**config.mk**
```make
export PLATFORM = sky130hd
export DESIGN_NAME = sccb_config_sequencer
export DESIGN_NICKNAME = d
export VERILOG_FILES = /design/src/rtl/sccb_pkg.sv /design/src/rtl/sccb_delay_timer.sv /design/src/rtl/sccb_config_sequencer.sv
export SDC_FILE = /design/constraint.sdc
export NUM_CORES = 1
export LEC_CHECK = 0
export CORE_MARGIN = 2
export CORE_UTILIZATION = 50
export DETAILED_ROUTE_END_ITERATION = 10
export HOLD_SLACK_MARGIN = 0.15
export MAX_ROUTING_LAYER = met4
export PLACE_DENSITY_LB_ADDON = 0.1
export SLEW_MARGIN = 15
export SYNTH_ARGS = -nofsm -noshare
export SYNTH_HDL_FRONTEND = slang
export SYNTH_SLANG_ARGS = --single-unit
```
**constraint.sdc**
```tcl
create_clock -name clk -period 2.7 [get_ports clk]
set_clock_uncertainty 0.1 [all_clocks]
set_input_delay 0.81 -clock clk [delete_from_list [all_inputs] [get_ports clk]]
set_output_delay 0.81 -clock clk [all_outputs]
set_load 0.01 [all_outputs]
```
**src/rtl/sccb_pkg.sv**
```systemverilog
// sccb_pkg
//   Shared definitions for the SCCB configuration sequencer: ROM entry
//   layout, opcode encoding, FSM state encoding and small helpers that
//   slice a ROM entry into its fields.
package sccb_pkg;

  // ROM entry layout: {op[1:0], reg[7:0], val[7:0]}
  localparam int ENTRY_W = 18;
  localparam int OP_W    = 2;
  localparam int REG_W   = 8;
  localparam int VAL_W   = 8;
  localparam int VAL_LSB = 0;
  localparam int REG_LSB = VAL_LSB + VAL_W;
  localparam int OP_LSB  = REG_LSB + REG_W;

  typedef enum logic [1:0] {
    OP_WRITE  = 2'd0,
    OP_VERIFY = 2'd1,
    OP_DELAY  = 2'd2,
    OP_END    = 2'd3
  } opcode_t;

  typedef enum logic [3:0] {
    ST_IDLE,
    ST_FETCH,
    ST_DECODE,
    ST_WRITE,
    ST_WAIT_W,
    ST_READ,
    ST_WAIT_R,
    ST_RETRY,
    ST_DELAY,
    ST_NEXT,
    ST_DONE,
    ST_FAIL
  } state_t;

  function automatic opcode_t entry_op(input logic [ENTRY_W-1:0] e);
    return opcode_t'(e[OP_LSB +: OP_W]);
  endfunction

  function automatic logic [REG_W-1:0] entry_reg(input logic [ENTRY_W-1:0] e);
    return e[REG_LSB +: REG_W];
  endfunction

  function automatic logic [VAL_W-1:0] entry_val(input logic [ENTRY_W-1:0] e);
    return e[VAL_LSB +: VAL_W];
  endfunction

endpackage

```
**src/rtl/sccb_delay_timer.sv**
```systemverilog
// sccb_delay_timer
//   Loadable down-counter measuring a delay of ticks_in x DELAY_UNIT cycles.
//   A prescaler divides clk into ticks; a tick counter counts ticks down.
//   Ports:
//     clk, reset   clock, asynchronous active-low reset
//     load         capture ticks_in and restart the prescaler
//     ticks_in     delay length in ticks (must be nonzero to ever expire)
//     run          count while high
//     expired      high during the final cycle of the delay
module sccb_delay_timer #(
  parameter int DELAY_UNIT = 50000
) (
  input  logic       clk,
  input  logic       reset,
  input  logic       load,
  input  logic [7:0] ticks_in,
  input  logic       run,
  output logic       expired
);

  localparam int PRE_W = (DELAY_UNIT > 1) ? $clog2(DELAY_UNIT) : 1;
  localparam logic [PRE_W-1:0] PRE_MAX = PRE_W'(DELAY_UNIT - 1);

  logic [PRE_W-1:0] pre_cnt;
  logic [7:0]       tick_cnt;

  // Prescaler wraps every DELAY_UNIT cycles and takes one tick off the
  // tick counter at each wrap; the counters stop once the ticks run out.
  always_ff @(posedge clk or negedge reset) begin
    if (!reset) begin
      pre_cnt  <= '0;
      tick_cnt <= '0;
    end else if (load) begin
      pre_cnt  <= PRE_MAX;
      tick_cnt <= ticks_in;
    end else if (run && (tick_cnt != 8'd0)) begin
      if (pre_cnt == '0) begin
        pre_cnt  <= PRE_MAX;
        tick_cnt <= tick_cnt - 8'd1;
      end else begin
        pre_cnt <= pre_cnt - PRE_W'(1);
      end
    end
  end

  // Asserted on the last cycle so the caller leaves on the very next edge,
  // making the delay exactly ticks_in x DELAY_UNIT cycles long.
  assign expired = run && (tick_cnt == 8'd1) && (pre_cnt == '0);

endmodule

```
**src/rtl/sccb_config_sequencer.sv**
```systemverilog
// sccb_config_sequencer
//   Walks a synchronous configuration ROM and drives an external I2C/SCCB
//   master one transaction at a time: writes, write-with-readback, timed
//   delays and early END, with a bounded retry of failing entries.
//   Ports:
//     clk, reset            clock, asynchronous active-low reset
//     start                 begin a run (only looked at while idle)
//     rom_addr / rom_entry  ROM address out, entry back one cycle later
//     i2c_start/read/dev_id/reg/wdata   command to the master
//     i2c_done/ack_ok/rdata             completion from the master
//     busy, done, error, err_index      run status
module sccb_config_sequencer
  import sccb_pkg::*;
#(
  parameter logic [7:0] DEVICE_ID   = 8'h42,
  parameter int         NUM_ENTRIES = 26,
  parameter int         ADDR_W      = 6,
  parameter int         DELAY_UNIT  = 50000,
  parameter int         MAX_RETRIES = 3
) (
  input  logic               clk,
  input  logic               reset,
  input  logic               start,
  output logic [ADDR_W-1:0]  rom_addr,
  input  logic [ENTRY_W-1:0] rom_entry,
  output logic               i2c_start,
  output logic               i2c_read,
  output logic [7:0]         i2c_dev_id,
  output logic [7:0]         i2c_reg,
  output logic [7:0]         i2c_wdata,
  input  logic               i2c_done,
  input  logic               i2c_ack_ok,
  input  logic [7:0]         i2c_rdata,
  output logic               busy,
  output logic               done,
  output logic               error,
  output logic [ADDR_W-1:0]  err_index
);

  // Entry index is one bit wider than the ROM address so a table that fills
  // the whole address space ends by count instead of wrapping back to 0.
  localparam int IDX_W   = ADDR_W + 1;
  localparam int RETRY_W = (MAX_RETRIES > 0) ? $clog2(MAX_RETRIES + 1) : 1;
  localparam logic [IDX_W-1:0]   NUM_ENTRIES_IDX = IDX_W'(NUM_ENTRIES);
  localparam logic [RETRY_W-1:0] RETRY_MAX       = RETRY_W'(MAX_RETRIES);

  state_t             state;
  state_t             state_next;
  logic [IDX_W-1:0]   entry_idx;
  logic [RETRY_W-1:0] retry_cnt;
  logic               verify_q;
  logic               past_end;
  logic               retry_left;
  logic               timer_expired;
  logic               timer_load;
  logic               timer_run;

  assign past_end   = (entry_idx >= NUM_ENTRIES_IDX);
  assign retry_left = (retry_cnt < RETRY_MAX);

  // The delay length is taken straight from the ROM entry while it is being
  // decoded, so the count starts on the first DELAY cycle.
  assign timer_load = (state == ST_DECODE);
  assign timer_run  = (state == ST_DELAY);

  sccb_delay_timer #(
    .DELAY_UNIT(DELAY_UNIT)
  ) u_delay_timer (
    .clk      (clk),
    .reset    (reset),
    .load     (timer_load),
    .ticks_in (entry_val(rom_entry)),
    .run      (timer_run),
    .expired  (timer_expired)
  );

  // State register.
  always_ff @(posedge clk or negedge reset) begin
    if (!reset) begin
      state <= ST_IDLE;
    end else begin
      state <= state_next;
    end
  end

  // Next-state decode plus the outputs that follow directly from the state.
  always_comb begin
    state_next = state;
    i2c_start  = 1'b0;
    i2c_read   = 1'b0;
    busy       = (state != ST_IDLE);
    done       = 1'b0;
    i2c_dev_id = DEVICE_ID;
    rom_addr   = entry_idx[ADDR_W] ? {ADDR_W{1'b1}} : entry_idx[ADDR_W-1:0];

    case (state)
      ST_IDLE: begin
        if (start) state_next = ST_FETCH;
      end
      ST_FETCH: begin
        state_next = past_end ? ST_DONE : ST_DECODE;
      end
      ST_DECODE: begin
        case (entry_op(rom_entry))
          OP_WRITE, OP_VERIFY: state_next = ST_WRITE;
          // A zero-length delay spends no cycles in DELAY at all.
          OP_DELAY: state_next = (entry_val(rom_entry) == 8'd0) ? ST_NEXT : ST_DELAY;
          default:  state_next = ST_DONE;
        endcase
      end
      ST_WRITE: begin
        i2c_start  = 1'b1;
        state_next = ST_WAIT_W;
      end
      ST_WAIT_W: begin
        if (i2c_done) begin
          if (!i2c_ack_ok)   state_next = ST_RETRY;
          else if (verify_q) state_next = ST_READ;
          else               state_next = ST_NEXT;
        end
      end
      ST_READ: begin
        i2c_start  = 1'b1;
        i2c_read   = 1'b1;
        state_next = ST_WAIT_R;
      end
      ST_WAIT_R: begin
        if (i2c_done) begin
          if (!i2c_ack_ok || (i2c_rdata != i2c_wdata)) state_next = ST_RETRY;
          else                                         state_next = ST_NEXT;
        end
      end
      ST_RETRY: begin
        state_next = retry_left ? ST_WRITE : ST_FAIL;
      end
      ST_DELAY: begin
        if (timer_expired) state_next = ST_NEXT;
      end
      ST_NEXT: begin
        state_next = ST_FETCH;
      end
      ST_DONE: begin
        done       = 1'b1;
        state_next = ST_IDLE;
      end
      ST_FAIL: begin
        state_next = ST_IDLE;
      end
      default: begin
        state_next = ST_IDLE;
      end
    endcase
  end

  // Datapath: entry index, retry count, latched command fields and status.
  // The command fields are captured once per entry so retries reissue the
  // exact same register/value even though the ROM output is not re-read.
  always_ff @(posedge clk or negedge reset) begin
    if (!reset) begin
      entry_idx <= '0;
      retry_cnt <= '0;
      verify_q  <= 1'b0;
      i2c_reg   <= 8'd0;
      i2c_wdata <= 8'd0;
      error     <= 1'b0;
      err_index <= '0;
    end else begin
      case (state)
        ST_IDLE: begin
          entry_idx <= '0;
          if (start) begin
            error     <= 1'b0;
            err_index <= '0;
            retry_cnt <= '0;
          end
        end
        ST_DECODE: begin
          i2c_reg   <= entry_reg(rom_entry);
          i2c_wdata <= entry_val(rom_entry);
          verify_q  <= (entry_op(rom_entry) == OP_VERIFY);
        end
        ST_RETRY: begin
          if (retry_left) retry_cnt <= retry_cnt + RETRY_W'(1);
        end
        ST_NEXT: begin
          entry_idx <= entry_idx + IDX_W'(1);
          retry_cnt <= '0;
        end
        ST_DONE: begin
          entry_idx <= '0;
        end
        ST_FAIL: begin
          error     <= 1'b1;
          err_index <= rom_addr;
          entry_idx <= '0;
        end
        default: begin
        end
      endcase
    end
  end

endmodule

```
=== Word level (Yosys, flattened, before mapping) ===
Cells that the tools add are included.

* Bits of input ports: 31
* Output and inout bits: 41
* Logic and storage cells: 89
* Register bits: 61

* Equality and inequality tests: 20
* Multiplexer cells: 30
* Add/sub/neg operators: 4
* Reduce and logical (&&, ||, !) cells: 23
* $lt $le $gt $ge: 2

{| class="wikitable"
|+ Operator list
! cell !! count
|-
| 16-bit two-way mux || 3
|-
| 4-bit case mux with 10 select lines || 1
|-
| 4-bit two-way mux || 9
|-
| 8-bit two-way mux || 3
|-
| 4-bit by 3-bit == test with 1-bit output, second input constant || 4
|-
| 4-bit == test, second input constant || 4
|-
| 16-bit zero test || 1
|-
| 16-bit by 1-bit subtractor with 16-bit output, second input constant || 1
|-
| 7-bit case mux with 2 select lines || 1
|-
| 6-bit two-way mux || 2
|-
| 6-bit case mux with 2 select lines || 1
|-
| 2-bit inequality test, second input constant || 5
|-
| 4-bit by 2-bit == test with 1-bit output, second input constant || 2
|-
| 8-bit by 1-bit == test with 1-bit output, second input constant || 1
|-
| 8-bit zero test || 1
|-
| 8-bit inequality test || 1
|-
| 4-bit case mux with 2 select lines || 1
|-
| 2-bit nonzero test || 4
|-
| 8-bit nonzero test || 1
|-
| 8-bit by 1-bit subtractor with 8-bit output, second input constant || 1
|-
| 7-bit by 1-bit adder with 7-bit output, second input constant || 1
|-
| 7-bit by 5-bit greater-or-equal comparator with 1-bit output, second input constant || 1
|-
| 2-bit case mux with 3 select lines || 1
|-
| 1-bit two-way mux || 5
|-
| other kinds (19) || 24
|}

=== Logic depth before layout (Yosys ltp) ===
Gate-level depths: netlist of run 1.

* Depth after elaboration: 5
* Depth in mapped cells: 9
* Mapped depth without buffers: 7

=== Cells and area by module ===
From an unflattened synthesis of run 1, not the netlist that was laid out.

* Cells, all modules: 390
* Area total of the unflattened synthesis: 3643.5 um^2

{| class="wikitable"
|+ By module, submodules not included
! module !! cells an instance !! instances !! sequential area each (um^2) !! area each (um^2)
|-
| sccb_config_sequencer || 218 || 1 || 925.9 || 2100.8
|-
| sccb_delay_timer || 172 || 1 || 600.6 || 1542.7
|}

=== Worst setup path after synthesis of run 1 ===
OpenSTA, ideal clock, no wires.

* Path type: reg-to-reg
* Start point: register u_delay_timer.tick_cnt[3]
* End point: register u_delay_timer.tick_cnt[7]
* Path buffers: 1
* Data arrival time: 1.798 ns
* Period minus slack after synthesis: 2.034 ns
* Library setup time: 0.136 ns
* Stages on the path, launching flop included: 7
* Slack: 0.666 ns
* Data required time: 2.464 ns
* Cells stage by stage: dfrtp_1 or4_4 o311a_4 buf_6 nand4b_1 xor2_1 a21oi_1

* Word-level cells in the longest chain between the ends: 4

{| class="wikitable"
|+ Ends and longest elaborated chain
! element !! line !! text
|-
| start, declared || sccb_delay_timer.sv:25 || <nowiki>logic [7:0] tick_cnt;</nowiki>
|-
| start signal, assigned || sccb_delay_timer.sv:35 || <nowiki>tick_cnt <= ticks_in;</nowiki>
|-
| start signal, assigned || sccb_delay_timer.sv:39 || <nowiki>tick_cnt <= tick_cnt - 8'd1;</nowiki>
|-
| 8-bit by 1-bit subtractor with 8-bit output / 8-bit nonzero test (equally long branches) || sccb_delay_timer.sv:39, sccb_delay_timer.sv:36 ||
|-
| 8-bit two-way mux / 1-bit logical AND (equally long branches) || sccb_delay_timer.sv:37, sccb_delay_timer.sv:36 ||
|-
| 8-bit two-way mux / 2-bit nonzero test (equally long branches) || - ||
|-
| 8-bit two-way mux / 2-bit AND reduction (equally long branches) || - ||
|}

Parallel ways exist; a longest one is shown, timed or not. The select of a mux whose other input is x is not followed.
A chain may end at the register's enable or synchronous reset.

=== Final worst setup path of run 1 ===
* Start point: register state[3]
* End point: output i2c_read

* Word-level cells in the longest chain between the ends: 2

{| class="wikitable"
|+ Ends and longest elaborated chain
! element !! line !! text
|-
| start, declared || sccb_config_sequencer.sv:47 || <nowiki>state_t state;</nowiki>
|-
| start signal, assigned || sccb_config_sequencer.sv:82 || <nowiki>state <= state_next;</nowiki>
|-
| 4-bit by 3-bit == test with 1-bit output || sccb_config_sequencer.sv:96 || <nowiki>case (state)</nowiki>
|-
| 1-bit two-way mux || sccb_config_sequencer.sv:96 ||
|-
| end, declared || sccb_config_sequencer.sv:27 || <nowiki>output logic i2c_read,</nowiki>
|}

Every way passes these cells.

==> results of run 1 <==
## cells by family (layout without fill, tap and decap cells)
logic type | after synthesis | after routing | share of synthesized area
buffers and inverters | 42 | 108 | 0.0607
other | 2 | 8 | 0.00213
muxes | 4 | 4 | 0.0117
DFF | 61 | 61 | 0.433
AOI/OAI and AO/OA | 76 | 76 | 0.143
adders and majority gates | 7 | 7 | 0.0248
xor gates and xnor gates | 17 | 17 | 0.0422
and+or+nand+nor | 201 | 201 | 0.283
## power by group
| group | total [mW] | switching [mW] | internal (mW) |
|---|---|---|---|
| logic | 1.88 | 0.974 | 0.907 |
| registers | 1.52 | 0.310 | 1.21 |
| clock network | 0.852 | 0.351 | 0.501 |
| total | 4.25 | 1.63 | 2.62 |
## final cells by class
class                           count  area (sq um)
Inverter                           13          48.8
Clock buffer                       13           169
Tap cell                           96           120
Timing Repair Buffer               79           758
Sequential cell                    61          1530
Clock inverter                      3          42.5
Fill cell                         596          2310
Multi-Input combinational cell    313          1810
## critical path, delay by kind of cell (launching register included)
kind,cells,cell delay (ps)
flip-flops,1,500
AND/OR/NAND/NOR,2,330
buffers and inverters,1,540
## cells in the mapped netlist (all sizes together), types with 2 or more instances
master	instances
o31ai	2
nor3b	2
a31o	3
nor3	13
buf	17
conb	2
a22o	3
ha	7
xnor2	5
clkbuf	12
o211ai	5
nand2	78
nand2b	9
nor2	39
nor4b	2
nand4	5
o311ai	3
and3	2
or4	3
nor2b	5
a21oi	19
nand3	19
o22ai	2
xor2	12
nand3b	4
a21o	3
nor4	7
inv	13
dfrtp	61
or3	4
and4b	3
mux2i	3
o21ai	27
nand4b	3
## how the worst max path moves through the flow
stage | startpoint | end | slack (ps)
2_1_floorplan | u_delay_timer.tick_cnt[3]$_DFFE_PN0P_ | u_delay_timer.tick_cnt[7]$_DFFE_PN0P_ | 670
3_3_place_gp | i2c_rdata[6] | state[2]$_DFFE_PN0P_ | 240
3_5_place_dp | i2c_rdata[6] | state[2]$_DFFE_PN0P_ | 180
4_1_cts | state[2]$_DFFE_PN0P_ | busy | 10
5_1_grt | state[2]$_DFFE_PN0P_ | done | 5
6_report | state[3]$_DFFE_PN0P_ | i2c_read | 90
## metrics by stage
| stage | cell area (sq um) | hold slack [ps] | power (mW) |
|---|---|---|---|
| final | 4480 | 360 | 4.25 |
| after global routing | 4480 | 386 | 4.60 |
| after CTS | 4470 | 372 | 4.27 |
| after detailed placement | 4260 | 357 | 3.40 |
| after global placement | 4260 | 351 | 3.36 |
| after floorplan | 3550 | 330 | 2.62 |
## metal layers
metal / global-route usage / up-vias / routed length, um
met4: 0.0867 / 0 / 114
met1: 0.292 / 1463 / 3640
li1: - / 1541 / -
met3: 0.0424 / 11 / 292
met5: - / - / 0
met2: 0.358 / 72 / 3790
## repair_timing
item,CTS,global route
endpoints found under the setup margin,2,3
resized for setup,2,2
buffers inserted,0,1
==> flow_summary.json, run 1 <==
{
  "status": "completed",
  "totalWireLength_um": 7830,
  "cts_tree": "built",
  "slowest_delay_ps": 540,
  "required_ps": 1790,
  "netlist_instances": 410,
  "cts_buffers": 9,
  "reg2reg_depth": 6,
  "grt_first_pass_wirelength_um": 13500,
  "async_reset_ff_frac": 1.00,
  "syn2layout_area_growth_pct": 27.2,
  "num-nets-final": 515,
  "core-area_sq_um": 6790,
  "hold_buffers": 0,
  "yosysWarnings": 0,
  "grt_pass1_vias": 3005,
  "antenna_found_initial": 0,
  "antenna_left": 0,
  "drt-initial-drc-count": 112,
  "slew_viol_final": 0,
  "cap_viol_max_count": 0,
  "antenna_cells": 0,
  "ys_types": 56,
  "dp_slack_ps": 177,
  "cts.path.max_buffers": 2,
  "hold_class": "in2async",
  "final_common_cell": "nand2_1",
  "synth.area.top_cells": "dfrtp_1 (43%), nand2_1 (8.3%), nor2_1 (4.2%), o21ai_0 (3.0%), xor2_1 (3.0%)",
  "cts_root_buffer": "clkbuf_8",
  "remaining_drc_errors": 0,
  "crit_chain": "nand2b_1, nor2_1, clkdlybuf4s50_1",
  "worst-r2r-setup-slack_ps": 400,
  "htreeDepth": 3,
  "avgViaCountPerCell": 5.34,
  "grt_max_degree": 62,
  "synth_area_sq_um": 3520,
  "ys_ff_latch": 61,
  "post-route-util": 0.660,
  "netlist.area_leader.share": 0.433,
  "place.gp.congestion": 0.853,
  "worst_setup_path_end_kind": "output port",
  "fmax_mhz": 383,
  "period_share": 0.966,
  "fp.dieH_um": 88.0,
  "yosysTopAreaCell": "dfrtp_1",
  "worst_setup_path_start_kind": "flop",
  "fp.dieW_um": 88.0,
  "r2r_start": "u_delay_timer.pre_cnt[11]$_DFFE_PN0P_",
  "final_cell_mix": "nand2_1 (78), clkdlybuf4s50_1 (62), dfrtp_1 (58)",
  "hold_viol_final": 0,
  "r2r-end": "u_delay_timer.pre_cnt[14]$_DFFE_PN0P_",
  "cts.clk_slew.worst_paths_ps": 70,
  "irDropWorstVdd_uv": 434,
  "worst_slack_ps": 91.8,
  "arrival_ps": 1700,
  "port_buffers": 63,
  "p_per_area_nw_per_um2": 949,
  "grt_use_total": 0.228,
  "synth_seq_area_share": 0.433,
  "place_inst": 561,
  "synth_edf_count": 0,
  "insertion_delay_ps": 340,
  "worst_pin_slew_ps": 609,
  "instances_no_fill": 578,
  "wl_per_cell_um": 13.5,
  "maxSlewHeadroom": 0.593,
  "fin_tns_setup_ps": 0,
  "grt_overflow_total": 0,
  "critPathKind": "reg2out",
  "leakage_nw": 1.97,
  "detailed_place_hpwl_um": 5580,
  "start_util": 0.519,
  "period_minus_slack_ps": 2610,
  "ioPinCount": 72,
  "cpMaxStageDelayCell": "clkdlybuf4s50_1",
  "routed-via-count": 3087,
  "setup_viol": 0,
  "row_count": 30,
  "clkSinkCount": 61,
  "largest_register_ffs": 16,
  "drt_first_pass_iters": 4,
  "synth_flop_cell": "dfrtp_1",
  "top_register": "u_delay_timer.pre_cnt",
  "syn_area_per_cell_sq_um": 8.60,
  "dieArea_sq_um": 7740,
  "rsz0062_at_grt": "false",
  "drive_above_1_share": 0.104,
  "critical_path_peak_fanout": 13
}
Note: power is estimated with default switching activity, not from simulation.
==> run 2: changes to the inputs <==
- CELL_PAD_IN_SITES_DETAIL_PLACEMENT: default -> 2
- CELL_PAD_IN_SITES_GLOBAL_PLACEMENT: default -> 2
- CORE_UTILIZATION: 50 -> 31
- SLEW_MARGIN: 15 -> 30
==> run 2 against run 1 <==
Net effect: maximum frequency decreased by 0.89%; worst hold slack improved by 4.6 ps; final cell count increased by 8.7%; register-to-register slack about the same; non-clock buffer count increased by 6; count of clock-buffer cells in the layout decreased by 2; flip-flop and latch count unchanged; routed wire length increased by 43%; via count increased by 7.0%; sequential share of layout area decreased by 1.3 points; critical path depth unchanged; combinational power increased by 11%; critical path type unchanged; largest power group unchanged; highest routed layer unchanged.
==> flow_summary.json, run 2 (synthesis gave the netlist of run 1 again) <==
{
  "worst_setup_path_end_kind": "output port",
  "cpMaxStageDelayCell": "clkdlybuf4s50_1",
  "worst_pin_slew_ps": 690,
  "status": "completed",
  "totalWireLength_um": 11200,
  "fmax_mhz": 380,
  "slowest_delay_ps": 550,
  "avgViaCountPerCell": 5.26,
  "ff_latch_area_sq_um": 1530,
  "insertion_delay_ps": 340,
  "routed-via-count": 3303,
  "drt_first_pass_iters": 4,
  "port_buffers": 63,
  "detailed_place_hpwl_um": 7710,
  "irDropWorstVdd_uv": 446,
  "hold_viol_final": 0,
  "cts_tree": "built",
  "cts_root_buffer": "clkbuf_16",
  "drive_above_1_share": 0.115,
  "met1_usage": 0.234,
  "period_minus_slack_ps": 2630,
  "maxSlewHeadroom": 0.539,
  "antenna_found_initial": 0,
  "cts.path.max_buffers": 2,
  "grt_overflow_total": 0,
  "drt-initial-drc-count": 112,
  "grt_use_total": 0.197,
  "critical_path_peak_fanout": 9,
  "top_register": "u_delay_timer.pre_cnt",
  "htreeDepth": 3,
  "worst_setup_path_start_kind": "flop",
  "hold_class": "reg2reg",
  "period_share": 0.975,
  "cap_viol_max_count": 0,
  "final_cell_mix": "nand2_1 (78), clkdlybuf4s50_1 (61), dfrtp_1 (57)",
  "grt_use_met3": 0.0274,
  "arrival_ps": 1720,
  "p_per_area_nw_per_um2": 1020,
  "hold_buffers": 0,
  "grtUsageMet2": 0.339,
  "syn2layout_area_growth_pct": 32.4,
  "dieArea_sq_um": 12200,
  "grt_busiest_layer": "met2",
  "num-fill-cells": 1249,
  "multi_input_area_sq_um": 1810,
  "largest_register_ffs": 16,
  "fp.dieH_um": 111,
  "row_count": 38,
  "critPathKind": "reg2out",
  "remaining_drc_errors": 0,
  "critPathTopFamily": "buffers and inverters",
  "num-nets-final": 521,
  "grt_max_degree": 62,
  "start_util": 0.321,
  "ioPinCount": 72,
  "place_inst": 606,
  "slew_viol_final": 0,
  "setup_viol": 0,
  "cts_buffers": 9,
  "place_area_sq_um": 4320,
  "cts.clk_slew.worst_paths_ps": 60,
  "core-area_sq_um": 11000,
  "place.gp.congestion": 0.767,
  "grt_first_pass_wirelength_um": 19000,
  "fin_tns_setup_ps": 0,
  "leakage_nw": 2.06,
  "antenna_cells": 0,
  "cp.buffers_inverters": 1,
  "instances_no_fill": 628,
  "clkSinkCount": 61,
  "final_common_cell": "nand2_1",
  "wl_per_cell_um": 17.8,
  "antenna_left": 0,
  "fin_area_sq_um": 4670,
  "required_ps": 1790,
  "crit_chain": "nand2b_1, nor2_1, clkdlybuf4s50_1",
  "fp.dieW_um": 111,
  "grt_pass1_vias": 3649
}
-- run 2: cell types whose count changed in the layout (fill, tap and decap cells not counted), sizes merged --
cell | before | now
clkinvlp | 1 | 0
clkdlybuf4s50 | 62 | 61
buf | 17 | 23
clkinv | 1 | 4
clkbuf | 13 | 11
dlymetal6s2s | 0 | 1
-- run 2: through the flow --
step	utilization	worst slack, ps	power, mW	hold slack (ps)
floorplan	-	666	2.62	330
global placement	0.393	83.0	3.45	349
detailed placement	0.393	17.8	3.55	359
CTS	0.420	22.8	4.77	371
global route	0.425	-9.78	5.13	395
finish	0.425	68.2	4.78	364
-- run 2: tightest hold or removal path: stages, from the launching register on --
cell and delay [ps]:
dfrtp_1 330, nand2_1 50, nand2_1 50
-- run 2: final timing paths --
check / start / endpoint / slack (ps) / depth (start not counted)
setup / recovery: state[2]$_DFFE_PN0P_ / done / 70 / 3
hold / removal: verify_q$_DFFE_PN0P_ / verify_q$_DFFE_PN0P_ / 360 / 2
setup reg to reg: state[2]$_DFFE_PN0P_ / u_delay_timer.pre_cnt[12]$_DFFE_PN0P_ / 410 / 7
hold reg to reg: verify_q$_DFFE_PN0P_ / verify_q$_DFFE_PN0P_ / 360 / 2
max in group asynchronous: reset / state[2]$_DFFE_PN0P_ / 1810 / 2
min in group asynchronous: reset / entry_idx[0]$_DFFE_PN0P_ / 380 / 2
-- run 2: routing by layer --
layer	share of wire	vias to the layer above
li1	-	1549
met2	0.53	57
met5	0	-
met4	0.022	0
met3	0.026	18
met1	0.43	1679
-- run 2: area by class of cell --
cell class | instances | share of cell area
Clock buffer | 11 | 0.0520
Sequential cell | 61 | 0.328
Multi-Input combinational cell | 313 | 0.388
Tap cell | 140 | 0.0375
Timing Repair Buffer | 85 | 0.173
Inverter | 13 | 0.0105
Clock inverter | 5 | 0.0107
-- run 2: repair_timing --
item	in CTS	in global routing
buffers inserted	0	6
resized for setup	3	2
endpoints found under the setup margin	3	4
-- run 2: power by group --
group	internal, mW	switching, mW	total (mW)
clock network	0.733	0.435	1.17
logic	0.955	1.12	2.08
registers	1.21	0.317	1.53
